==> config.mk <==
export PLATFORM = sky130hd
export DESIGN_NAME = router_port_sink_flat
export DESIGN_NICKNAME = d
export VERILOG_FILES = /design/src/rtl/router_port_sink_if.sv /design/src/rtl/router_port_sink.sv /design/src/flat_wrapper.sv
export SDC_FILE = /design/constraint.sdc
export NUM_CORES = 1
export LEC_CHECK = 0
export ABC_AREA = 1
export CORE_ASPECT_RATIO = 1.75
export CORE_MARGIN = 2
export CORE_UTILIZATION = 30
export DETAILED_ROUTE_END_ITERATION = 16
export MAX_ROUTING_LAYER = met4
export PLACE_DENSITY = 0.5
export SLEW_MARGIN = 25
export SYNTH_ARGS = -nofsm -noshare
export SYNTH_HDL_FRONTEND = slang
export SYNTH_SLANG_ARGS = --single-unit
==> constraint.sdc <==
create_clock -name clock -period 4.6 [get_ports clock]
set_clock_uncertainty 0.1 [all_clocks]
set_input_delay 1.15 -clock clock [delete_from_list [all_inputs] [get_ports clock]]
set_output_delay 1.15 -clock clock [all_outputs]
set_load 0.01 [all_outputs]
==> src/rtl/router_port_sink_if.sv <==
// Router output port to packet sink bundle: FIFO read handshake, payload stream,
// packet status pulses and statistics counters.
interface router_port_sink_if;
  logic        vld_out;
  logic [7:0]  data_out;
  logic        sink_ready;
  logic        read_enb;
  logic [7:0]  byte_out;
  logic        byte_vld;
  logic [1:0]  pkt_addr;
  logic [5:0]  pkt_len;
  logic        pkt_done;
  logic        parity_err;
  logic        addr_err;
  logic        timeout_err;
  logic        busy;
  logic [15:0] pkt_count;
  logic [15:0] err_count;

  modport master (
    output vld_out, data_out, sink_ready,
    input  read_enb, byte_out, byte_vld, pkt_addr, pkt_len, pkt_done,
           parity_err, addr_err, timeout_err, busy, pkt_count, err_count
  );

  modport slave (
    input  vld_out, data_out, sink_ready,
    output read_enb, byte_out, byte_vld, pkt_addr, pkt_len, pkt_done,
           parity_err, addr_err, timeout_err, busy, pkt_count, err_count
  );
endinterface

==> src/rtl/router_port_sink.sv <==
// Drains one router output port: reads header, payload and parity from the port FIFO,
// streams payload bytes, reports packet status/errors and keeps saturating statistics.
module router_port_sink #(
  parameter logic [1:0]  PORT_ID = 2'd0,
  parameter int unsigned TIMEOUT = 32
) (
  input logic             clock,
  input logic             reset,
  router_port_sink_if.slave port
);

  typedef enum logic [1:0] {IDLE, HDR_WAIT, BODY, DONE} state_t;

  localparam logic [7:0] IdleLimit = 8'(TIMEOUT - 1);

  state_t      state_q, state_d;
  logic        rdPend_q, rdPend_d;
  logic [5:0]  len_q, len_d;
  logic [1:0]  addr_q, addr_d;
  logic [6:0]  remReq_q, remReq_d;
  logic [6:0]  rxCnt_q, rxCnt_d;
  logic [7:0]  parity_q, parity_d;
  logic        parErr_q, parErr_d;
  logic [7:0]  idle_q, idle_d;
  logic [7:0]  byteOut_q, byteOut_d;
  logic        byteVld_q, byteVld_d;
  logic [1:0]  pktAddr_q, pktAddr_d;
  logic [5:0]  pktLen_q, pktLen_d;
  logic [15:0] pktCnt_q, pktCnt_d;
  logic [15:0] errCnt_q, errCnt_d;

  logic arrive, inPkt, hdrArrive, payArrive, parArrive, tmoHit, addrBad, readEn;

  // A read sampled last cycle means data_out carries a byte this cycle.
  assign arrive    = rdPend_q;
  assign inPkt     = (state_q == HDR_WAIT) || (state_q == BODY);
  assign hdrArrive = (state_q == HDR_WAIT) && arrive;
  assign payArrive = (state_q == BODY) && arrive && (rxCnt_q < {1'b0, len_q});
  assign parArrive = (state_q == BODY) && arrive && (rxCnt_q == {1'b0, len_q});
  assign tmoHit    = inPkt && !arrive && port.sink_ready && (idle_q == IdleLimit);
  assign addrBad   = addr_q != PORT_ID;

  always_ff @(posedge clock) begin
    if (reset) state_q <= IDLE;
    else       state_q <= state_d;
  end

  always_comb begin
    state_d = state_q;
    case (state_q)
      IDLE:     if (port.vld_out) state_d = HDR_WAIT;
      HDR_WAIT: if (hdrArrive) state_d = BODY;
                else if (tmoHit) state_d = IDLE;
      BODY:     if (tmoHit) state_d = IDLE;
                else if (parArrive) state_d = DONE;
      DONE:     state_d = IDLE;
      default:  state_d = IDLE;
    endcase
  end

  always_comb begin
    readEn = 1'b0;
    if (!reset) begin
      if (state_q == IDLE)
        readEn = port.vld_out;
      else if (state_q == BODY)
        readEn = port.vld_out && port.sink_ready && (remReq_q != 7'd0) && !tmoHit;
    end
    port.read_enb    = readEn;
    port.busy        = state_q != IDLE;
    port.pkt_done    = state_q == DONE;
    port.parity_err  = (state_q == DONE) && parErr_q;
    port.addr_err    = (state_q == DONE) && addrBad;
    port.timeout_err = tmoHit;
    port.byte_out    = byteOut_q;
    port.byte_vld    = byteVld_q;
    port.pkt_addr    = pktAddr_q;
    port.pkt_len     = pktLen_q;
    port.pkt_count   = pktCnt_q;
    port.err_count   = errCnt_q;
  end

  always_comb begin
    rdPend_d  = readEn;
    len_d     = len_q;
    addr_d    = addr_q;
    remReq_d  = remReq_q;
    rxCnt_d   = rxCnt_q;
    parity_d  = parity_q;
    parErr_d  = parErr_q;
    idle_d    = 8'd0;
    byteOut_d = byteOut_q;
    byteVld_d = 1'b0;
    pktAddr_d = pktAddr_q;
    pktLen_d  = pktLen_q;
    pktCnt_d  = pktCnt_q;
    errCnt_d  = errCnt_q;

    if (hdrArrive) begin
      len_d    = port.data_out[7:2];
      addr_d   = port.data_out[1:0];
      remReq_d = {1'b0, port.data_out[7:2]} + 7'd1;
      rxCnt_d  = 7'd0;
      parity_d = port.data_out;
      parErr_d = 1'b0;
    end
    if ((state_q == BODY) && readEn) remReq_d = remReq_q - 7'd1;
    if ((state_q == BODY) && arrive) rxCnt_d = rxCnt_q + 7'd1;
    if (payArrive) begin
      parity_d  = parity_q ^ port.data_out;
      byteOut_d = port.data_out;
      byteVld_d = 1'b1;
    end
    // Header fields are published together with the completion pulse.
    if (parArrive) begin
      parErr_d  = parity_q != port.data_out;
      pktAddr_d = addr_q;
      pktLen_d  = len_q;
    end
    if (inPkt && !arrive) idle_d = port.sink_ready ? idle_q + 8'd1 : idle_q;

    if (state_q == DONE) begin
      if (pktCnt_q != 16'hFFFF) pktCnt_d = pktCnt_q + 16'd1;
      if ((parErr_q || addrBad) && (errCnt_q != 16'hFFFF)) errCnt_d = errCnt_q + 16'd1;
    end
    if (tmoHit && (errCnt_q != 16'hFFFF)) errCnt_d = errCnt_q + 16'd1;
  end

  always_ff @(posedge clock) begin
    if (reset) begin
      rdPend_q  <= 1'b0;
      len_q     <= 6'd0;
      addr_q    <= 2'd0;
      remReq_q  <= 7'd0;
      rxCnt_q   <= 7'd0;
      parity_q  <= 8'd0;
      parErr_q  <= 1'b0;
      idle_q    <= 8'd0;
      byteOut_q <= 8'd0;
      byteVld_q <= 1'b0;
      pktAddr_q <= 2'd0;
      pktLen_q  <= 6'd0;
      pktCnt_q  <= 16'd0;
      errCnt_q  <= 16'd0;
    end else begin
      rdPend_q  <= rdPend_d;
      len_q     <= len_d;
      addr_q    <= addr_d;
      remReq_q  <= remReq_d;
      rxCnt_q   <= rxCnt_d;
      parity_q  <= parity_d;
      parErr_q  <= parErr_d;
      idle_q    <= idle_d;
      byteOut_q <= byteOut_d;
      byteVld_q <= byteVld_d;
      pktAddr_q <= pktAddr_d;
      pktLen_q  <= pktLen_d;
      pktCnt_q  <= pktCnt_d;
      errCnt_q  <= errCnt_d;
    end
  end

endmodule

==> src/flat_wrapper.sv <==
// flat-port wrapper written by rule: the top's interface ports become plain ports
module router_port_sink_flat 
#(
  parameter logic [1:0]  PORT_ID = 2'd0,
  parameter int unsigned TIMEOUT = 32
)
  (clock, reset, port_vld_out, port_data_out, port_sink_ready, port_read_enb, port_byte_out, port_byte_vld, port_pkt_addr, port_pkt_len, port_pkt_done, port_parity_err, port_addr_err, port_timeout_err, port_busy, port_pkt_count, port_err_count);
  router_port_sink_if port_i ();
  input logic clock;
  input logic reset;
  input wire logic [$bits(port_i.vld_out)-1:0] port_vld_out;
  input wire logic [$bits(port_i.data_out)-1:0] port_data_out;
  input wire logic [$bits(port_i.sink_ready)-1:0] port_sink_ready;
  output wire logic [$bits(port_i.read_enb)-1:0] port_read_enb;
  output wire logic [$bits(port_i.byte_out)-1:0] port_byte_out;
  output wire logic [$bits(port_i.byte_vld)-1:0] port_byte_vld;
  output wire logic [$bits(port_i.pkt_addr)-1:0] port_pkt_addr;
  output wire logic [$bits(port_i.pkt_len)-1:0] port_pkt_len;
  output wire logic [$bits(port_i.pkt_done)-1:0] port_pkt_done;
  output wire logic [$bits(port_i.parity_err)-1:0] port_parity_err;
  output wire logic [$bits(port_i.addr_err)-1:0] port_addr_err;
  output wire logic [$bits(port_i.timeout_err)-1:0] port_timeout_err;
  output wire logic [$bits(port_i.busy)-1:0] port_busy;
  output wire logic [$bits(port_i.pkt_count)-1:0] port_pkt_count;
  output wire logic [$bits(port_i.err_count)-1:0] port_err_count;
  assign port_i.vld_out = port_vld_out;
  assign port_i.data_out = port_data_out;
  assign port_i.sink_ready = port_sink_ready;
  assign port_read_enb = port_i.read_enb;
  assign port_byte_out = port_i.byte_out;
  assign port_byte_vld = port_i.byte_vld;
  assign port_pkt_addr = port_i.pkt_addr;
  assign port_pkt_len = port_i.pkt_len;
  assign port_pkt_done = port_i.pkt_done;
  assign port_parity_err = port_i.parity_err;
  assign port_addr_err = port_i.addr_err;
  assign port_timeout_err = port_i.timeout_err;
  assign port_busy = port_i.busy;
  assign port_pkt_count = port_i.pkt_count;
  assign port_err_count = port_i.err_count;
  router_port_sink #(.PORT_ID(PORT_ID), .TIMEOUT(TIMEOUT)) u_core (.clock(clock), .reset(reset), .port(port_i));
endmodule
Yosys cells after proc, flatten, opt, wreduce, memory -nomap -nowiden

Index checks and enable logic that the tools add are counted.

Bitwise logic cells: 2
Mux-type cells: 21
Shift operators: 0
Equality and inequality tests: 11
Multipliers: 0
Reductions and logical operators: 33
$lt $le $gt $ge: 1
$add $sub $neg: 6
Divide/modulo/power cells: 0

Operator list:

| cell                  | count |
|---|---|
| $mux 16               | 3 |
| $add 16x1->16 const B | 2 |
| $ne 16x16->1 const B  | 2 |
| $mux 7                | 4 |
| $mux 8                | 2 |
| $reduce_bool 2->1     | 8 |
| $logic_and 1x1->1     | 15 |
| $mux 2                | 5 |
| $add 8x1->8 const B   | 1 |
| $eq 8x5->1 const B    | 1 |
| $ne 8x8->1            | 1 |
| $pmux 2 s4            | 1 |
| $xor 8x8->8           | 1 |
| $add 6x1->7 const B   | 1 |
| $add 7x1->7 const B   | 1 |
| $eq 7x6->1            | 1 |
| $lt 7x6->1            | 1 |
| $reduce_bool 7->1     | 1 |
| $sub 7x1->7 const B   | 1 |
| $mux 1                | 6 |
| $ne 3x1->1 const B    | 2 |
| $eq 2x2->1 const B    | 2 |
| $reduce_and 2->1      | 2 |
| $reduce_and 3->1      | 1 |
| other kinds (7)       | 9 |

Memory bits (writable): 0
Memories kept: 0
ROM bits: 0
Output and inout bits: 55
Bits in latches: 0
Bits in registers: 91
Bits of input ports: 12
Word-level logic and storage cells: 89

Longest topological paths before layout

Depth after elaboration: 12
Depth in mapped cells: 12
Mapped depth without buffers: 12

Worst setup path before layout

Ideal clock, no wire load.

Kind: input port to output port
Start: input reset
End: output port_read_enb
Arrival: 1.826 ns
Stages: 3
Setup slack: 1.524 ns
Buffers on the path: 1
Cell sequence: clkbuf_1 nor2_4 a21boi_1

Cells in the longest elaborated chain, start to end: 1

Ends and longest elaborated chain:

| what            | RTL line               | source |
|---|---|---|
| start, declared | flat_wrapper.sv:10     | `input logic reset;` |
| $mux 1          | router_port_sink.sv:63 | `if (!reset) begin` |
| end, declared   | flat_wrapper.sv:14     | `output wire logic [$bits(port_i.read_enb)-1:0] port_read_enb;` |

No other way between the ends.

Final worst setup path

Start: input port_sink_ready
End: output port_read_enb

Cells in the longest elaborated chain, start to end: 7

Ends and longest elaborated chain:

| what                           | RTL line               | source |
|---|---|---|
| start, declared                | flat_wrapper.sv:13     | `input wire logic [$bits(port_i.sink_ready)-1:0] port_sink_ready;` |
| $logic_and 1x1->1 (2 in a row) | router_port_sink.sv:40 | `assign tmoHit = inPkt && !arrive && port.sink_ready && (idle_q == IdleLimit);` |
| $logic_not 1->1                | router_port_sink.sv:67 | `readEn = port.vld_out && port.sink_ready && (remReq_q != 7'd0) && !tmoHit;` |
| $logic_and 1x1->1 *            | router_port_sink.sv:67 |  |
| $mux 1 *                       | router_port_sink.sv:66 | `else if (state_q == BODY)` |
| $mux 1 *                       | router_port_sink.sv:64 | `if (state_q == IDLE)` |
| $mux 1 *                       | router_port_sink.sv:63 |  |

Mark *: on every way between the ends. The rest lies on a longest branch, timed or not.

==> out/metrics.yaml <==
route:
  drcViolationCount: 0
  post_drt_wl_per_cell_um: 13.4
  viasPerCell: 4.79
  vias: 4534
  firstDrtPassIters: 4
  drtIter0Drc: 170
  drt-total-wl_mm: 12.7
  antenna_left: 0
setup_path:
  path_class: "input pin to output pin"
  cp_max_fo: 7
  startpoint_type: "input pin"
  required_ns: 3.35
  worstPathArrival_ns: 2.91
  critPathCaptureType: "output pin"
  reg2reg_depth: 10
  r2r_slack_ns: 1.89
  timing.rr.end: "u_core.remReq_q[6]"
  r2r-start: "u_core.state_q[1]"
grt:
  grt_use_met1_pct: 16.7
  antenna_found_initial: 0
  gr-total-overflow: 0
  grt_util_met3_pct: 1.98
  grt_start_max_net_pins: 42
  met2_usage_pct: 28.7
  grt_pass1_wl_mm: 20.7
  grt.total_usage_pct: 15.5
  grt_most_used_layer: "met2"
  grt_pass1_vias: 4313
sta:
  drv_slew: 0
  slew_headroom_pct: 41.7
  whs_ns: 0.351
  rsz0062_at_grt: "no"
  finalHoldViolCount: 0
  fin_crit_sh_pct: 90.4
  final.min_clock_period_ns: 4.16
  finalSetupTns_ns: 0
  fmax_mhz: 240
  worstMarginPinSlew_ns: 0.873
  setup-violations-final: 0
clock_tree:
  postCtsHoldBufs: 0
  clk_path_buf_depth: 2
  root_buffer: "clkbuf_16"
  cts_buffers: 9
  ctsHtreeMaxLevel: 3
  clkTransAtPathRegs_ns: 0.07
  clock_sinks: 91
  post_cts_buffers: 0
  cts_tree: "done"
  clk_latency_ns: 0.34
  ctsResizeCount: 0
layout:
  num_antenna_cells: 0
  drive_above_1_share_pct: 6.08
  fill_cells: 1675
  nets: 781
  area_growth_pct: 23.6
die:
  initial_core_util_pct: 30.5
  die_w_um: 100
  core_area_um2: 15900
  die_h_um: 172
  ioPinCount: 67
  die_area_um2: 17200
  rows: 61
power:
  p_leak_nw: 2.35
  worst_ir_drop_vdd_mv: 0.169
  power.density_nw_per_um2: 303
  power_w: 0.00182
synthesis:
  netlist-cell-type-count: 39
  netlist_instances: 692
  ys.warnings.count: 0
  synth_top_family_by_area: "simple AND/OR/NAND/NOR gates"
  synth_compound_area_share_pct: 12.5
  synth_mux_area_share_pct: 0
  syn-cell-area_um2: 4840
  synth.net_count: 721
  ys_seq_area_share_pct: 37.6
  synth-xor-area-share_pct: 5.43
  synth_fa_ha_area_share_pct: 4.39
  avgSynthCellArea_um2: 7.00
  ys_ff_latch: 91
  synth_simple_gate_area_share_pct: 31.3
hold_path:
  hp-class: "flip-flop to flip-flop"
  worstHoldStart: "u_core.port.byte_out[5]"
  hold_end: "u_core.port.byte_out[5]"
  holdPathStages: 2
placed_design:
  dp_hpwl_mm: 9.37
  gp_congestion: 0.864
  numPortBuffers: 66
run:
  maxCapViolCount: 0
run_status:
  outcome: "completed"
==> synth_stat cells (all sizes together) <==
cell type  count  area share [%]
o31ai          1            0.16
and3           2            0.26
buf           10             1.3
dfxtp         91              38
o21a           2            0.31
clkbuf         9            0.70
xor2          25             4.5
nor2          90             7.2
nand2        155              13
nor3          21             2.6
ha            17             4.4
o21ai         37             3.8
inv           87             6.7
xnor2          5            0.90
a211oi         3            0.47
a21boi         2            0.31
nand4         12             2.0
nor4           5            0.90
nor3b          4            0.62
a21o           1            0.16
a21oi         69             7.3
nand3         44             5.0
==> cells in the final DEF (no fill, tap or decap), types with 6 or more instances in the layout <==
cell type / synthesis / routed
nand2_1: 147 / 147
dfxtp_1: 91 / 91
nor2_1: 88 / 88
inv_1: 82 / 81
a21oi_1: 67 / 67
clkdlybuf4s50_1: 0 / 65
nand3_1: 41 / 40
o21ai_0: 35 / 35
xor2_1: 25 / 25
nor3_1: 19 / 19
ha_1: 17 / 17
nand4_1: 10 / 10
clkbuf_16: 0 / 9
inv_2: 5 / 6
==> state kept, by name, indices dropped and copies added, names as in the netlist <==
| name | count |
|---|---|
| u_core.port.err_count | 16 |
| u_core.len_q | 6 |
| u_core.idle_q | 8 |
| u_core.remReq_q | 7 |
| u_core.port.byte_out | 8 |
| u_core.rxCnt_q | 7 |
| u_core.port.byte_vld | 1 |
| u_core.port.pkt_count | 16 |
| u_core.port.pkt_len | 6 |
| u_core.port.pkt_addr | 2 |
| u_core.addr_q | 2 |
| u_core.state_q | 2 |
| u_core.parErr_q | 1 |
| u_core.parity_q | 8 |
| u_core.arrive | 1 |
==> layer usage <==
| layer | wire (um) | vias to the layer above |
|---|---|---|
| li1 | - | 2353 |
| met1 | 5330 | 2102 |
| met2 | 6830 | 63 |
| met3 | 287 | 16 |
| met4 | 218 | 0 |
| met5 | 0 | - |
==> worst max path at each step <==
stage                          startpoint  slack, ns             to  depth (start not counted)
after detailed placement  port_sink_ready       0.44  port_read_enb                          6
final                     port_sink_ready       0.44  port_read_enb                          6
after global placement    port_sink_ready       0.42  port_read_enb                          6
after floorplan                     reset       1.52  port_read_enb                          3
after CTS                 port_sink_ready       0.42  port_read_enb                          6
after global routing      port_sink_ready       0.24  port_read_enb                          6
==> report_power, final <==
part	switching [W]	leakage, nW	internal, W
Sequential	0.0000121	0.734	0.000804
Clock	0.000319	0.156	0.000494
Combinational	0.000117	1.46	0.0000687
==> cells by family (layout without fill, tap and decap cells) <==
kind of cell | Yosys count | after routing
AO/OA/AOI/OAI | 115 | 115
XOR/XNOR | 30 | 30
adder cells (fa/ha/maj) | 17 | 17
buffers and inverters | 106 | 171
flip-flops | 91 | 91
AND/OR/NAND/NOR | 333 | 333
==> metrics by stage <==
step | cells | worst slack [ns] | utilization [%] | cell area [um2]
after global routing | 946 | 0.240 | 37.7 | 5990
after CTS | 946 | 0.419 | 37.7 | 5980
after floorplan | 692 | 1.52 | - | 4840
after detailed placement | 930 | 0.440 | 35.6 | 5650
after global placement | 930 | 0.417 | 35.6 | 5650
final | 946 | 0.441 | 37.7 | 5990
==> critical path, stage by stage <==
cell and delay (ns):
clkdlybuf4s50_1 0.59, nand2_1 0.08, nor2_1 0.13, nand3_2 0.12
a21boi_1 0.26, clkdlybuf4s50_1 0.59
==> cell type report <==
class                      count  area [um2]  area share (%)
tap                          189         236            3.95
multi-input combinational    495        2600            43.5
inverter                      87         327            5.45
sequential                    91        1820            30.4
clock inverter                 5        85.1            1.42
timing repair buffer          68         671            11.2
clock buffer                  11         243            4.05
Note: power is estimated with default switching activity, not from simulation.
